==> src/rtl/clock_freq_meter_if.sv <==
// Result and control bundle for clock_freq_meter: the user side drives enable and
// the clock under test; the meter drives the measurement results and its state.
interface clock_freq_meter_if #(
    parameter int CNT_W = 16
);
    logic             enable;
    logic             meas_clk;
    logic [CNT_W-1:0] count;
    logic             valid;
    logic             busy;
    logic             overflow;
    logic             clk_alive;
    logic [1:0]       dbg_state;

    // valid is a one-cycle strobe with no back-pressure; count, overflow and
    // clk_alive are stable from that strobe until the next one.
    modport master (
        output enable, meas_clk,
        input  count, valid, busy, overflow, clk_alive, dbg_state
    );

    modport slave (
        input  enable, meas_clk,
        output count, valid, busy, overflow, clk_alive, dbg_state
    );
endinterface

==> src/rtl/clock_freq_meter.sv <==
// Counts rising edges of an asynchronous clock over a fixed window of clk cycles
// and publishes the count, a saturation flag and a clock-alive flag per window.
module clock_freq_meter #(
    parameter int GATE_CYCLES = 1000,
    parameter int CNT_W       = 16,
    parameter int SYNC_STAGES = 2
) (
    input logic               clk,
    input logic               rstn,
    clock_freq_meter_if.slave mif
);

    localparam int GW = $clog2(GATE_CYCLES);
    localparam logic [GW-1:0]    GATE_LOAD = GW'(GATE_CYCLES - 1);
    localparam logic [CNT_W-1:0] CNT_MAX   = '1;

    localparam logic [1:0] S_IDLE = 2'd0;
    localparam logic [1:0] S_ARM  = 2'd1;
    localparam logic [1:0] S_GATE = 2'd2;
    localparam logic [1:0] S_DONE = 2'd3;

    logic [SYNC_STAGES-1:0] sync_q;
    logic                   edge_q;
    logic                   edge_det;

    logic [1:0]       state_q, state_d;
    logic [GW-1:0]    gate_q, gate_d;
    logic [CNT_W-1:0] edges_q, edges_d;
    logic             sat_q, sat_d;
    logic [CNT_W-1:0] count_q, count_d;
    logic             valid_q, valid_d;
    logic             ovf_q, ovf_d;
    logic             alive_q, alive_d;

    assign edge_det = sync_q[SYNC_STAGES-1] & ~edge_q;

    always_comb begin
        state_d = state_q;
        gate_d  = gate_q;
        edges_d = edges_q;
        sat_d   = sat_q;
        count_d = count_q;
        valid_d = 1'b0;
        ovf_d   = ovf_q;
        alive_d = alive_q;
        case (state_q)
            S_IDLE: begin
                if (mif.enable) begin
                    state_d = S_ARM;
                end
            end
            S_ARM: begin
                edges_d = '0;
                sat_d   = 1'b0;
                gate_d  = GATE_LOAD;
                state_d = mif.enable ? S_GATE : S_IDLE;
            end
            S_GATE: begin
                if (!mif.enable) begin
                    state_d = S_IDLE;
                end else begin
                    if (edge_det) begin
                        if (edges_q == CNT_MAX) begin
                            sat_d = 1'b1;
                        end else begin
                            edges_d = edges_q + CNT_W'(1);
                        end
                    end
                    if (gate_q == '0) begin
                        // Results are registered on entry to DONE so that the
                        // strobe and the new count appear in the same cycle,
                        // including an edge seen on the final gate cycle.
                        state_d = S_DONE;
                        valid_d = 1'b1;
                        count_d = edges_d;
                        ovf_d   = sat_d;
                        alive_d = (edges_d != '0);
                    end else begin
                        gate_d = gate_q - GW'(1);
                    end
                end
            end
            S_DONE: begin
                state_d = mif.enable ? S_ARM : S_IDLE;
            end
            default: begin
                state_d = S_IDLE;
            end
        endcase
    end

    always_ff @(posedge clk or negedge rstn) begin
        if (!rstn) begin
            sync_q  <= '0;
            edge_q  <= 1'b0;
            state_q <= S_IDLE;
            gate_q  <= '0;
            edges_q <= '0;
            sat_q   <= 1'b0;
            count_q <= '0;
            valid_q <= 1'b0;
            ovf_q   <= 1'b0;
            alive_q <= 1'b0;
        end else begin
            sync_q  <= {sync_q[SYNC_STAGES-2:0], mif.meas_clk};
            edge_q  <= sync_q[SYNC_STAGES-1];
            state_q <= state_d;
            gate_q  <= gate_d;
            edges_q <= edges_d;
            sat_q   <= sat_d;
            count_q <= count_d;
            valid_q <= valid_d;
            ovf_q   <= ovf_d;
            alive_q <= alive_d;
        end
    end

    assign mif.count     = count_q;
    assign mif.valid     = valid_q;
    assign mif.busy      = (state_q == S_ARM) || (state_q == S_GATE);
    assign mif.overflow  = ovf_q;
    assign mif.clk_alive = alive_q;
    assign mif.dbg_state = state_q;

endmodule

==> src/flat_wrapper.sv <==
// flat-port wrapper written by rule: the top's interface ports become plain ports
module clock_freq_meter_flat 
#(
    parameter int GATE_CYCLES = 1000,
    parameter int CNT_W       = 16,
    parameter int SYNC_STAGES = 2
)
  (clk, rstn, mif_enable, mif_meas_clk, mif_count, mif_valid, mif_busy, mif_overflow, mif_clk_alive, mif_dbg_state);
  clock_freq_meter_if #(.CNT_W(CNT_W)) mif_i ();
  input logic clk;
  input logic rstn;
  input wire logic [$bits(mif_i.enable)-1:0] mif_enable;
  input wire logic [$bits(mif_i.meas_clk)-1:0] mif_meas_clk;
  output wire logic [$bits(mif_i.count)-1:0] mif_count;
  output wire logic [$bits(mif_i.valid)-1:0] mif_valid;
  output wire logic [$bits(mif_i.busy)-1:0] mif_busy;
  output wire logic [$bits(mif_i.overflow)-1:0] mif_overflow;
  output wire logic [$bits(mif_i.clk_alive)-1:0] mif_clk_alive;
  output wire logic [$bits(mif_i.dbg_state)-1:0] mif_dbg_state;
  assign mif_i.enable = mif_enable;
  assign mif_i.meas_clk = mif_meas_clk;
  assign mif_count = mif_i.count;
  assign mif_valid = mif_i.valid;
  assign mif_busy = mif_i.busy;
  assign mif_overflow = mif_i.overflow;
  assign mif_clk_alive = mif_i.clk_alive;
  assign mif_dbg_state = mif_i.dbg_state;
  clock_freq_meter #(.GATE_CYCLES(GATE_CYCLES), .CNT_W(CNT_W), .SYNC_STAGES(SYNC_STAGES)) u_core (.clk(clk), .rstn(rstn), .mif(mif_i));
endmodule
==> config.mk <==
export PLATFORM = sky130hd
export DESIGN_NAME = clock_freq_meter_flat
export DESIGN_NICKNAME = d
export VERILOG_FILES = /design/src/rtl/clock_freq_meter_if.sv /design/src/rtl/clock_freq_meter.sv /design/src/flat_wrapper.sv
export SDC_FILE = /design/constraint.sdc
export NUM_CORES = 1
export LEC_CHECK = 0
export BUFFER_PORTS_ARGS = -buffer_cell sky130_fd_sc_hd__buf_4
export CELL_PAD_IN_SITES_DETAIL_PLACEMENT = 1
export CELL_PAD_IN_SITES_GLOBAL_PLACEMENT = 2
export CORE_MARGIN = 3
export CORE_UTILIZATION = 40
export DETAILED_ROUTE_END_ITERATION = 10
export PLACE_DENSITY_LB_ADDON = 0.25
export SETUP_SLACK_MARGIN = 0.1
export SKIP_CTS_REPAIR_TIMING = 1
export SLEW_MARGIN = 30
export SYNTH_ARGS = -nofsm -noshare
export SYNTH_HDL_FRONTEND = slang
export SYNTH_SLANG_ARGS = --single-unit
==> constraint.sdc <==
create_clock -name clk -period 6.1 [get_ports clk]
set_input_delay 1.22 -clock clk [delete_from_list [all_inputs] [get_ports clk]]
set_output_delay 1.22 -clock clk [all_outputs]
set_load 0.05 [all_outputs]
==> summary.md, run 1 <==
| Metric | Value |
|---|---|
| Status | `finished clean` |
| CP max stage delay | `800 ps` |
| Max Transition Viols Final | `0` |
| Register area | `1280 um2` |
| Die width | `86.9 um` |
| Sink Count | `51` |
| Vias | `2,049` |
| Mean routed wirelength per cell | `16.4 um` |
| Slowest cell on crit path | `a41oi_1` |
| Post-route DRC | `0` |
| Antenna Cells | `0` |
| Top-Level Pins | `26` |
| Setup Skew | `6.69 ps` |
| Vias in the first global route | `2,033` |
| Pin count of the biggest net entering global routing | `52` |
| Setup violations, final | `0` |
| Core box area | `6130 um2` |
| CP Data Required Time | `6290 ps` |
| # H-tree levels | `2` |
| Syn Nets | `284` |
| Most frequent cells in the layout | `51 x dfrtp_1, 45 x nand2_1, 25 x buf_4, 22 x o21ai_0, 19 x nor2_1` |
| CP most frequent cell | `nand2_1` |
| Final HPWL DP | `4490 um` |
| Synthesized instance count | `275` |
| Grt total ovfl | `0` |
| CTS tree | `done` |
| Port Buffers | `25` |
| Utilization after layout | `48.3%` |
| CP Max Fanout | `15` |
| Distinct cell type count after synthesis | `45` |
| DR vias/cell | `5.51` |
| Post-synth EDFFs | `0` |
| Initial drt markers | `127` |
| Synthesized cell area | `2620 um2` |
| CP startpoint kind | `primary input` |
| Setup crit end kind | `flip-flop` |
| Drt first pass iters | `4` |
| Routability cong. | `0.850` |
| Async SR Flop Fraction | `100%` |
| Final hold vios | `0` |
| Tmin final | `3090 ps` |
| Global-route wire length before repair | `10,500 um` |
| Clock tree buffer depth | `2` |
| Worst-path clk slew | `90 ps` |
| Multi-input gate area | `1270 um2` |
| TritonCTS Buffers | `5` |
| Pwr/cell area | `257 nW/um2` |
| Register area share after synthesis | `48.7%` |
| WL final | `6120 um` |
| RSZ-0062 raised after global routing | `false` |
| Yosys warns | `0` |
| Root Buffer | `clkbuf_8` |
| Crit path DAT | `3280 ps` |
| Leakage | `1.34 nW` |
| Average size of a mapped cell | `9.53 um2` |
| Fmax | `0.324 GHz` |
| Worst Tran Pin Value | `839 ps` |
| All-Layer GR Usage | `17.8%` |
| NumNets Final | `305` |
| Max_cap viols | `0` |
| Commonest non-fill, non-tap cell in the layout | `dfrtp_1` |
| Cell Rows | `28` |
| Number of routed nets with antenna violations | `0` |
| # fillers | `713` |
| Setup TNS | `0 ps` |
| Layout cell share with drive strength beyond 1 | `13.5%` |
| Top FF cell, synth | `dfrtp_1` |
| Die Footprint | `7560 um2` |
| Clk_lat worst skew | `310 ps` |
| Initial core utilization | `42.7%` |
| FF+latch count, synth | `51` |
| Initial antenna violation count | `0` |
| Die height | `86.9 um` |
| Worst Hold Class | `flip-flop to flip-flop` |
| Worst VDD drop | `166 uV` |
| Cell Chain, Critical Path | `buf_4 > nand2_1 > a41oi_1 > nand3_1 > nor4_1 > xnor2_1 > nand2_1` |
| Area grow syn2layout | `13.1%` |
| Crit Path Class | `primary input to flip-flop` |
| Crit share post-route | `50.6%` |
| Max_slew headroom | `43.3%` |
final cells by class:
class / count / area share [%]
multi-input cells: 205 / 42.9
clock buffers: 7 / 3.25
clock inverters: 1 / 0.253
flip-flops and latches: 51 / 43.1
repair buffers: 25 / 6.33
inverters: 8 / 1.01
well taps: 75 / 3.17
stage by stage:
step	total power (W)	std cells	hold slack, ps	setup slack [ps]	cell area [um2]
final	0.000762	372	357	3010	2960
after CTS	0.000778	372	365	2990	2960
after detailed placement	0.000553	364	340	2660	2860
after global routing	0.000811	372	377	2690	2960
after floorplan	0.000498	275	331	3490	2620
after global placement	0.000551	364	341	2790	2860
power breakdown:
| part | leakage [nW] | internal [W] | switching, W |
|---|---|---|---|
| registers | 0.662 | 0.000349 | 0.0000165 |
| logic | 0.630 | 0.0000501 | 0.000129 |
| clock network | 0.0505 | 0.000103 | 0.000114 |
layer usage:
metal / global-route usage, % / share of wire [%]
met5: 0 / 0
met4: 5.52 / 1.6
met3: 3.12 / 2.9
met2: 25.7 / 43
met1: 26.8 / 52
registers in the layout, indices dropped and copies added (netlist names), 2 cells and up:
signal,flops
u_core.gate_q,10
u_core.sync_q,2
u_core.mif.dbg_state,2
u_core.edges_q,16
u_core.mif.count,16
critical path, delay by kind of cell:
kind	cells	cell delay, ps
buffers and inverters	1	90
AO/OA/AOI/OAI	1	800
AND/OR/NAND/NOR	4	1000
XOR/XNOR	1	160
synth_stat cells (2+ instances only):
library cell / count / area (um2)
and4_1: 4 / 35.0
o21ai_0: 22 / 110
xor2_1: 7 / 61.3
and2_1: 2 / 12.5
o41ai_1: 2 / 17.5
nor2_1: 20 / 75.1
nand3_1: 8 / 40.0
nor2b_1: 3 / 18.8
a22o_1: 6 / 52.6
inv_1: 8 / 30.0
a21o_1: 4 / 30.0
nor3_1: 6 / 30.0
mux2i_1: 2 / 20.0
or3_1: 2 / 12.5
clkbuf_1: 9 / 33.8
nand4_1: 5 / 31.3
and3_1: 4 / 25.0
a31oi_1: 4 / 25.0
nand2b_1: 3 / 18.8
dfrtp_1: 51 / 1280
nand3b_1: 3 / 22.5
nor4_1: 6 / 37.5
a41oi_1: 2 / 17.5
o31ai_1: 5 / 37.5
ha_1: 5 / 62.6
xnor2_1: 8 / 70.1
nand2_1: 45 / 169
buf_2: 2 / 10.0
a21oi_1: 11 / 55.1
worst paths after layout:
check,startpoint,end,slack (ps),depth (start not counted)
max,mif_enable,u_core.gate_q[8]$_DFFE_PN0P_,3010,7
min,u_core.sync_q[0]$_DFF_PN0_,u_core.sync_q[1]$_DFF_PN0_,360,0
max reg2reg,u_core.mif.dbg_state[0]$_DFFE_PN0P_,u_core.gate_q[8]$_DFFE_PN0P_,3170,8
min reg2reg,u_core.sync_q[0]$_DFF_PN0_,u_core.sync_q[1]$_DFF_PN0_,360,0
max in group asynchronous,rstn,u_core.gate_q[7]$_DFFE_PN0P_,4740,1
min in group asynchronous,rstn,u_core.mif.count[11]$_DFFE_PN0P_,930,1
cells by family after synthesis:
group,share of synthesized area (%)
compound gates,16.0
buf+inv,2.82
simple gates,23.4
mux,1.62
flops,48.7
fa+ha+maj,2.39
xor+xnor,5.01
No activity file was read; power rests on OpenSTA's default activity.
==> run 2, diff against run 1 <==
CORE_UTILIZATION = 33   (was 40)
clock period = 2.5 ns   (was 6.1 ns; I/O delays follow)
==> run 2 against run 1 <==
  * First-iteration DRC count is 46% lower
  * Critical path type is now flip-flop to flip-flop
  * Clock power rose by 110%
  * Wire length up 8.7%
  * Cell area increased by 4.2%
  * Critical path depth grew 1
  * Die area is 20% higher
  * Critical endpoint is now u_core.mif.clk_alive$_DFFE_PN0P_
  * Power grew 140%
  * Largest cell class is now multi-input gates
  * Combinational power grew to 2.8 times the previous value
==> summary.md, run 2 (synthesized netlist as in run 1, its figures left out) <==
| Metric | Value |
|---|---|
| Port Buffers | `25 (unchanged)` |
| Crit Path Class | `flip-flop to flip-flop` |
| Top Usage Layer GRT | `met2` |
| TritonCTS Buffers | `5 (unchanged)` |
| Multi-input gate area | `1300 um2 (+2.4%)` |
| RSZ-0062 raised after global routing | `false` |
| Place WS | `125 ps (-2540 ps)` |
| R2R Setup Slk | `280 ps (-2890 ps)` |
| Commonest non-fill, non-tap cell in the layout | `dfrtp_1` |
| Layout cell share with drive strength beyond 1 | `17.5% (+4.1 points)` |
| Die width | `95.1 um (+9.4%)` |
| # fillers | `871 (+22%)` |
| Worst VDD drop | `199 uV (+20%)` |
| Cell count along the critical path | `8 (+1)` |
| Cell Chain, Critical Path | `ha_1 > nand4_1 > buf_4 > nor4_4 > or4_1 > xnor2_1 > nor4_1 > a31oi_1` |
| Initial drt markers | `68 (-46%)` |
| WL final | `6650 um (+8.7%)` |
| Worst Tran Pin Value | `723 ps (-116 ps)` |
| Vias | `2,149 (+4.9%)` |
| Root Buffer | `clkbuf_8` |
| Met3 GRT Util | `2.84% (-0.28 points)` |
| Worst Hold Class | `primary input to asynchronous set/reset pin` |
| Top-Level Pins | `26 (unchanged)` |
| # H-tree levels | `2 (unchanged)` |
| Post-route cell area | `3090 um2 (+4.2%)` |
| Die height | `95.1 um (+9.4%)` |
| Worst setup path end | `u_core.mif.clk_alive$_DFFE_PN0P_` |
| Cell Rows | `31 (+11%)` |
| Most frequent cells in the layout | `48 x dfrtp_1, 45 x nand2_1, 36 x buf_4, 22 x o21ai_0, 19 x nor2_1` |
| Initial antenna violation count | `0 (unchanged)` |
| Pin count of the biggest net entering global routing | `52 (unchanged)` |
| CP Max Fanout | `7 (-8)` |
| Grt met2 use | `25.9% (+0.15 points)` |
| Clk_lat worst skew | `300 ps (about the same)` |
| Crit path DAT | `2400 ps (-880 ps)` |
| Tmin final | `2220 ps` |
| Final HPWL DP | `4950 um (+10%)` |
| CP delay by family, top | `simple AND/OR/NAND/NOR gates` |
| Setup TNS | `0 ps (unchanged)` |
| Post-route DRC | `0 (unchanged)` |
| Setup crit end kind | `flip-flop` |
| CP max stage delay | `540 ps (-260 ps)` |
| Number of routed nets with antenna violations | `0 (unchanged)` |
| Post-placement cell area | `2970 um2 (+3.7%)` |
| CP startpoint | `u_core.edges_q[0]$_DFFE_PN0P_` |
| Clock tree buffer depth | `2 (unchanged)` |
| R2r startpoint | `u_core.edges_q[0]$_DFFE_PN0P_` |
| Register area | `1280 um2 (+0.29%)` |
| CTS tree | `done` |
| Pwr/cell area | `595 nW/um2 (+130%)` |
| Buffer and inverter count on the worst path | `1 (unchanged)` |
| NumNets Final | `316 (+3.6%)` |
| Vias in the first global route | `2,169 (+6.7%)` |
| CP startpoint kind | `flip-flop` |
| Worst-path clk slew | `90 ps (about the same)` |
| Worst r2r path cells | `8 (unchanged)` |
| Max Transition Viols Final | `0 (unchanged)` |
| Setup WS post-layout | `277 ps (-2740 ps)` |
| All-Layer GR Usage | `15.7% (-2.1 points)` |
| CP Data Required Time | `2680 ps (-3610 ps)` |
| Drt first pass iters | `4 (unchanged)` |
| Mean routed wirelength per cell | `16.3 um (-0.68%)` |
| Max_slew headroom | `51.7% (+8.4 points)` |
| Met1 usage in global routing | `21.3% (-5.5 points)` |
| Die Footprint | `9040 um2 (+20%)` |
| Initial core utilization | `35.0% (-7.7 points)` |
| Slowest cell on crit path | `or4_1` |
| Antenna Cells | `0 (unchanged)` |
| Setup violations, final | `0 (unchanged)` |
| Leakage | `1.41 nW (+4.8%)` |
| Status | `finished clean` |
| Core box area | `7490 um2 (+22%)` |
| DR vias/cell | `5.28 (-4.1%)` |
| Area grow syn2layout | `17.9%` |
| Grt total ovfl | `0 (unchanged)` |
| Sink Count | `51 (unchanged)` |
| Crit share post-route | `88.9%` |
| Fmax | `0.450 GHz` |
| Global-route wire length before repair | `11,000 um (+5.1%)` |
| Tot Pwr | `0.00184 W (+140%)` |
| Routability cong. | `0.831 (-2.3%)` |
| Setup Skew | `9.36 ps (+2.66 ps)` |
| Reg2reg end | `u_core.mif.clk_alive$_DFFE_PN0P_` |
| Final hold vios | `0 (unchanged)` |
| Max_cap viols | `0 (unchanged)` |
==> run 2: changes by cell type in the layout (fill, tap and decap cells not counted), moves of 2 or more <==
cell      previous run  this run
buf_4               25        36
clkbuf_1             0         2
clkbuf_8             7         5
dfrtp_1             51        48
dfrtp_2              0         3
==> run 2: worst min path at each step <==
stage,end,slack [ps],cells past startpoint
2_1_floorplan,u_core.edge_q$_DFF_PN0_,200,0
3_3_place_gp,u_core.sync_q[1]$_DFF_PN0_,330,0
3_5_place_dp,u_core.sync_q[1]$_DFF_PN0_,340,0
4_1_cts,u_core.mif.count[11]$_DFFE_PN0P_,240,1
5_1_grt,u_core.mif.count[11]$_DFFE_PN0P_,260,1
6_report,u_core.mif.count[11]$_DFFE_PN0P_,220,1
==> run 2: cell type report <==
type                            instances  share of cell area, %
Multi-Input combinational cell        205                   42.2
Inverter                                8                  0.972
Tap cell                               99                   4.01
Clock inverter                          1                  0.162
Sequential cell                        51                   41.5
Timing Repair Buffer                   36                   8.75
Clock buffer                            7                   2.47
==> run 2: worst register-to-register path, cell delays in order (launching register included) <==
cell     delay, ps
dfrtp_2        450
ha_1           250
nand4_1        110
buf_4          170
nor4_4          60
or4_1          540
xnor2_1        160
nor4_1         250
a31oi_1        120
==> run 2: metal layers <==
layer,vias to the layer above,wire length [um]
met5,-,0
met4,0,70
met3,7,160
met2,28,3160
met1,1069,3250
li1,1045,-
==> run 2: metrics by stage <==
| step | util, % | hold slack, ps | std cells |
|---|---|---|---|
| global placement | 39.6 | 333 | 398 |
| floorplan | - | 204 | 275 |
| finish | 41.3 | 218 | 407 |
| CTS | 40.7 | 242 | 406 |
| global route | 41.3 | 255 | 407 |
| detailed placement | 39.6 | 342 | 398 |
==> run 2: power breakdown <==
part           internal [W]  switching [W]
sequential         0.000852      0.0000273
clock              0.000197       0.000260
combinational      0.000154       0.000347
total               0.00120       0.000634
==> run 3, diff against run 2 <==
CORE_ASPECT_RATIO = 1.2   (was unset)
==> run 3 against run 2 <==
  * Wire length increased by 0.84%
  * Sequential power increased by 1%
  * Final cell count shrank 1.2%
  * Sequential cell count stayed put
  * Die area hardly changed
  * Fmax decreased by 1.2%
  * Sequential share of layout area is 0.85 points lower
  * Hold slack got worse by 13 ps
  * Largest power group unchanged
==> summary.md, run 3 (synthesized netlist as in run 1, its figures left out) <==
| Metric | Value |
|---|---|
| Status | `finished clean` |
| DP Cell Count | `388 (-2.5%)` |
| Layout cell share with drive strength beyond 1 | `18.6% (+1.1 points)` |
| Worst r2r path cells | `9 (+1)` |
| R2R Setup Slk | `250 ps (-30 ps)` |
| Post-route DRC | `0 (unchanged)` |
| CP Max Fanout | `4 (-3)` |
| Leakage | `1.44 nW (+2.6%)` |
| Reg2reg end | `u_core.mif.clk_alive$_DFFE_PN0P_` |
| Final HPWL DP | `4800 um (-3.0%)` |
| # fillers | `872 (+0.11%)` |
| Worst VDD drop | `425 uV (+110%)` |
| Port Buffers | `25 (unchanged)` |
| CP startpoint | `u_core.edges_q[1]$_DFFE_PN0P_` |
| All-Layer GR Usage | `15.9% (+0.23 points)` |
| Area grow syn2layout | `20.1%` |
| Number of routed nets with antenna violations | `0 (unchanged)` |
| Die height | `104 um (+8.9%)` |
| Non-Filler Instances | `402 (-1.2%)` |
| Setup crit end kind | `flip-flop` |
| Crit Path Class | `flip-flop to flip-flop` |
| Worst Hold Class | `primary input to asynchronous set/reset pin` |
| Routability cong. | `0.783 (-5.7%)` |
| Pwr/cell area | `649 nW/um2 (+9.1%)` |
| Setup TNS | `0 ps (unchanged)` |
| Most frequent cells in the layout | `50 x dfrtp_1, 45 x nand2_1, 40 x buf_4, 22 x o21ai_0, 19 x nor2_1` |
| DR vias/cell | `5.38 (+1.9%)` |
| Initial core utilization | `35.0% (about the same)` |
| Root Buffer | `clkbuf_8` |
| Vias | `2,162 (+0.60%)` |
| Pin count of the biggest net entering global routing | `52 (unchanged)` |
| Utilization after layout | `42.0% (+0.78 points)` |
| Core box area | `7490 um2 (about the same)` |
| Die width | `87.3 um (-8.2%)` |
| Max Transition Viols Final | `0 (unchanged)` |
| Commonest non-fill, non-tap cell in the layout | `dfrtp_1` |
| CP Data Required Time | `2740 ps (+60 ps)` |
| R2r startpoint | `u_core.edges_q[1]$_DFFE_PN0P_` |
| Crit share post-route | `90.0% (+1.1 points)` |
| Clock tree buffer depth | `2 (unchanged)` |
| Top-Level Pins | `26 (unchanged)` |
| RSZ-0062 raised after global routing | `false` |
| Antenna Cells | `0 (unchanged)` |
| Worst setup path end | `u_core.mif.clk_alive$_DFFE_PN0P_` |
| Sink Count | `51 (unchanged)` |
| Max_cap viols | `0 (unchanged)` |
| Worst-path clk slew | `100 ps (about the same)` |
| Worst Tran Pin Value | `680 ps (-43.1 ps)` |
| Crit path DAT | `2490 ps (+90 ps)` |
| Die Footprint | `9050 um2 (about the same)` |
| Tmin final | `2250 ps (+26.8 ps)` |
| Setup Skew | `10.0 ps (+0.652 ps)` |
| Mean routed wirelength per cell | `16.7 um (+2.1%)` |
| Clk_lat worst skew | `310 ps (about the same)` |
| Drt first pass iters | `4 (unchanged)` |
| Cell Rows | `34 (+9.7%)` |
| CTS tree | `done` |
| WL final | `6700 um (+0.84%)` |
| # H-tree levels | `2 (unchanged)` |
| Grt total ovfl | `0 (unchanged)` |
| Global-route wire length before repair | `11,300 um (+2.6%)` |
| Fmax | `0.445 GHz (-1.2%)` |
| CP startpoint kind | `flip-flop` |
| NumNets Final | `320 (+1.3%)` |
| Setup violations, final | `0 (unchanged)` |
| Vias in the first global route | `2,196 (+1.2%)` |
| Initial antenna violation count | `0 (unchanged)` |
| Max_slew headroom | `54.6% (+2.9 points)` |
| Final hold vios | `0 (unchanged)` |
| TritonCTS Buffers | `5 (unchanged)` |
| Initial drt markers | `97 (+43%)` |
[run 3: cell type report]
class                      instances  area [um2]  share of cell area [%]
multi-input combinational        205        1290                    41.0
sequential                        51        1280                    40.6
timing repair buffer              40         300                    9.54
tap                               90         113                    3.58
clock buffer                       5        68.8                    2.19
clock inverter                     3        67.6                    2.15
inverter                           8        30.0                   0.954
[run 3: metal layers]
metal	global-route usage (%)	wire, um	up-vias
li1	-	-	1053
met1	20.1	2970	1065
met2	26.7	3400	32
met3	2.70	173	12
met4	5.81	161	0
met5	0	0	-
[run 3: worst min-delay path by stage]
| stage | end | slack (ps) | start |
|---|---|---|---|
| finish | u_core.mif.count[10]$_DFFE_PN0P_ | 200 | rstn |
| detailed placement | u_core.sync_q[1]$_DFF_PN0_ | 340 | u_core.sync_q[0]$_DFF_PN0_ |
| CTS | u_core.mif.count[13]$_DFFE_PN0P_ | 230 | rstn |
| global route | u_core.edges_q[3]$_DFFE_PN0P_ | 260 | rstn |
| floorplan | u_core.edge_q$_DFF_PN0_ | 200 | rstn |
| global placement | u_core.sync_q[1]$_DFF_PN0_ | 330 | u_core.sync_q[0]$_DFF_PN0_ |
[run 3: critical path, stage by stage, from the launching register on]
cell     delay [ps]
dfrtp_1         400
ha_2            220
nand4_1         180
buf_4           220
o41ai_4         250
buf_4           200
mux2_1          360
nand3_1         130
nor4_1           60
a31oi_1         170
[run 3: report_power, final]
group | internal [W] | switching (W) | total [W]
clock | 0.000399 | 0.000285 | 0.000684
sequential | 0.000852 | 0.0000374 | 0.000889
combinational | 0.000149 | 0.000321 | 0.000470
total | 0.00140 | 0.000643 | 0.00204
[run 3: through the flow]
| step | setup WS, ps | power (W) | area [um2] | hold WS [ps] |
|---|---|---|---|---|
| after floorplan | 193 | 0.00121 | 2620 | 204 |
| after global placement | 154 | 0.00136 | 2940 | 333 |
| after detailed placement | 141 | 0.00138 | 2950 | 337 |
| after CTS | 106 | 0.00207 | 3080 | 234 |
| after global routing | 103 | 0.00217 | 3150 | 260 |
| final | 250 | 0.00204 | 3150 | 205 |
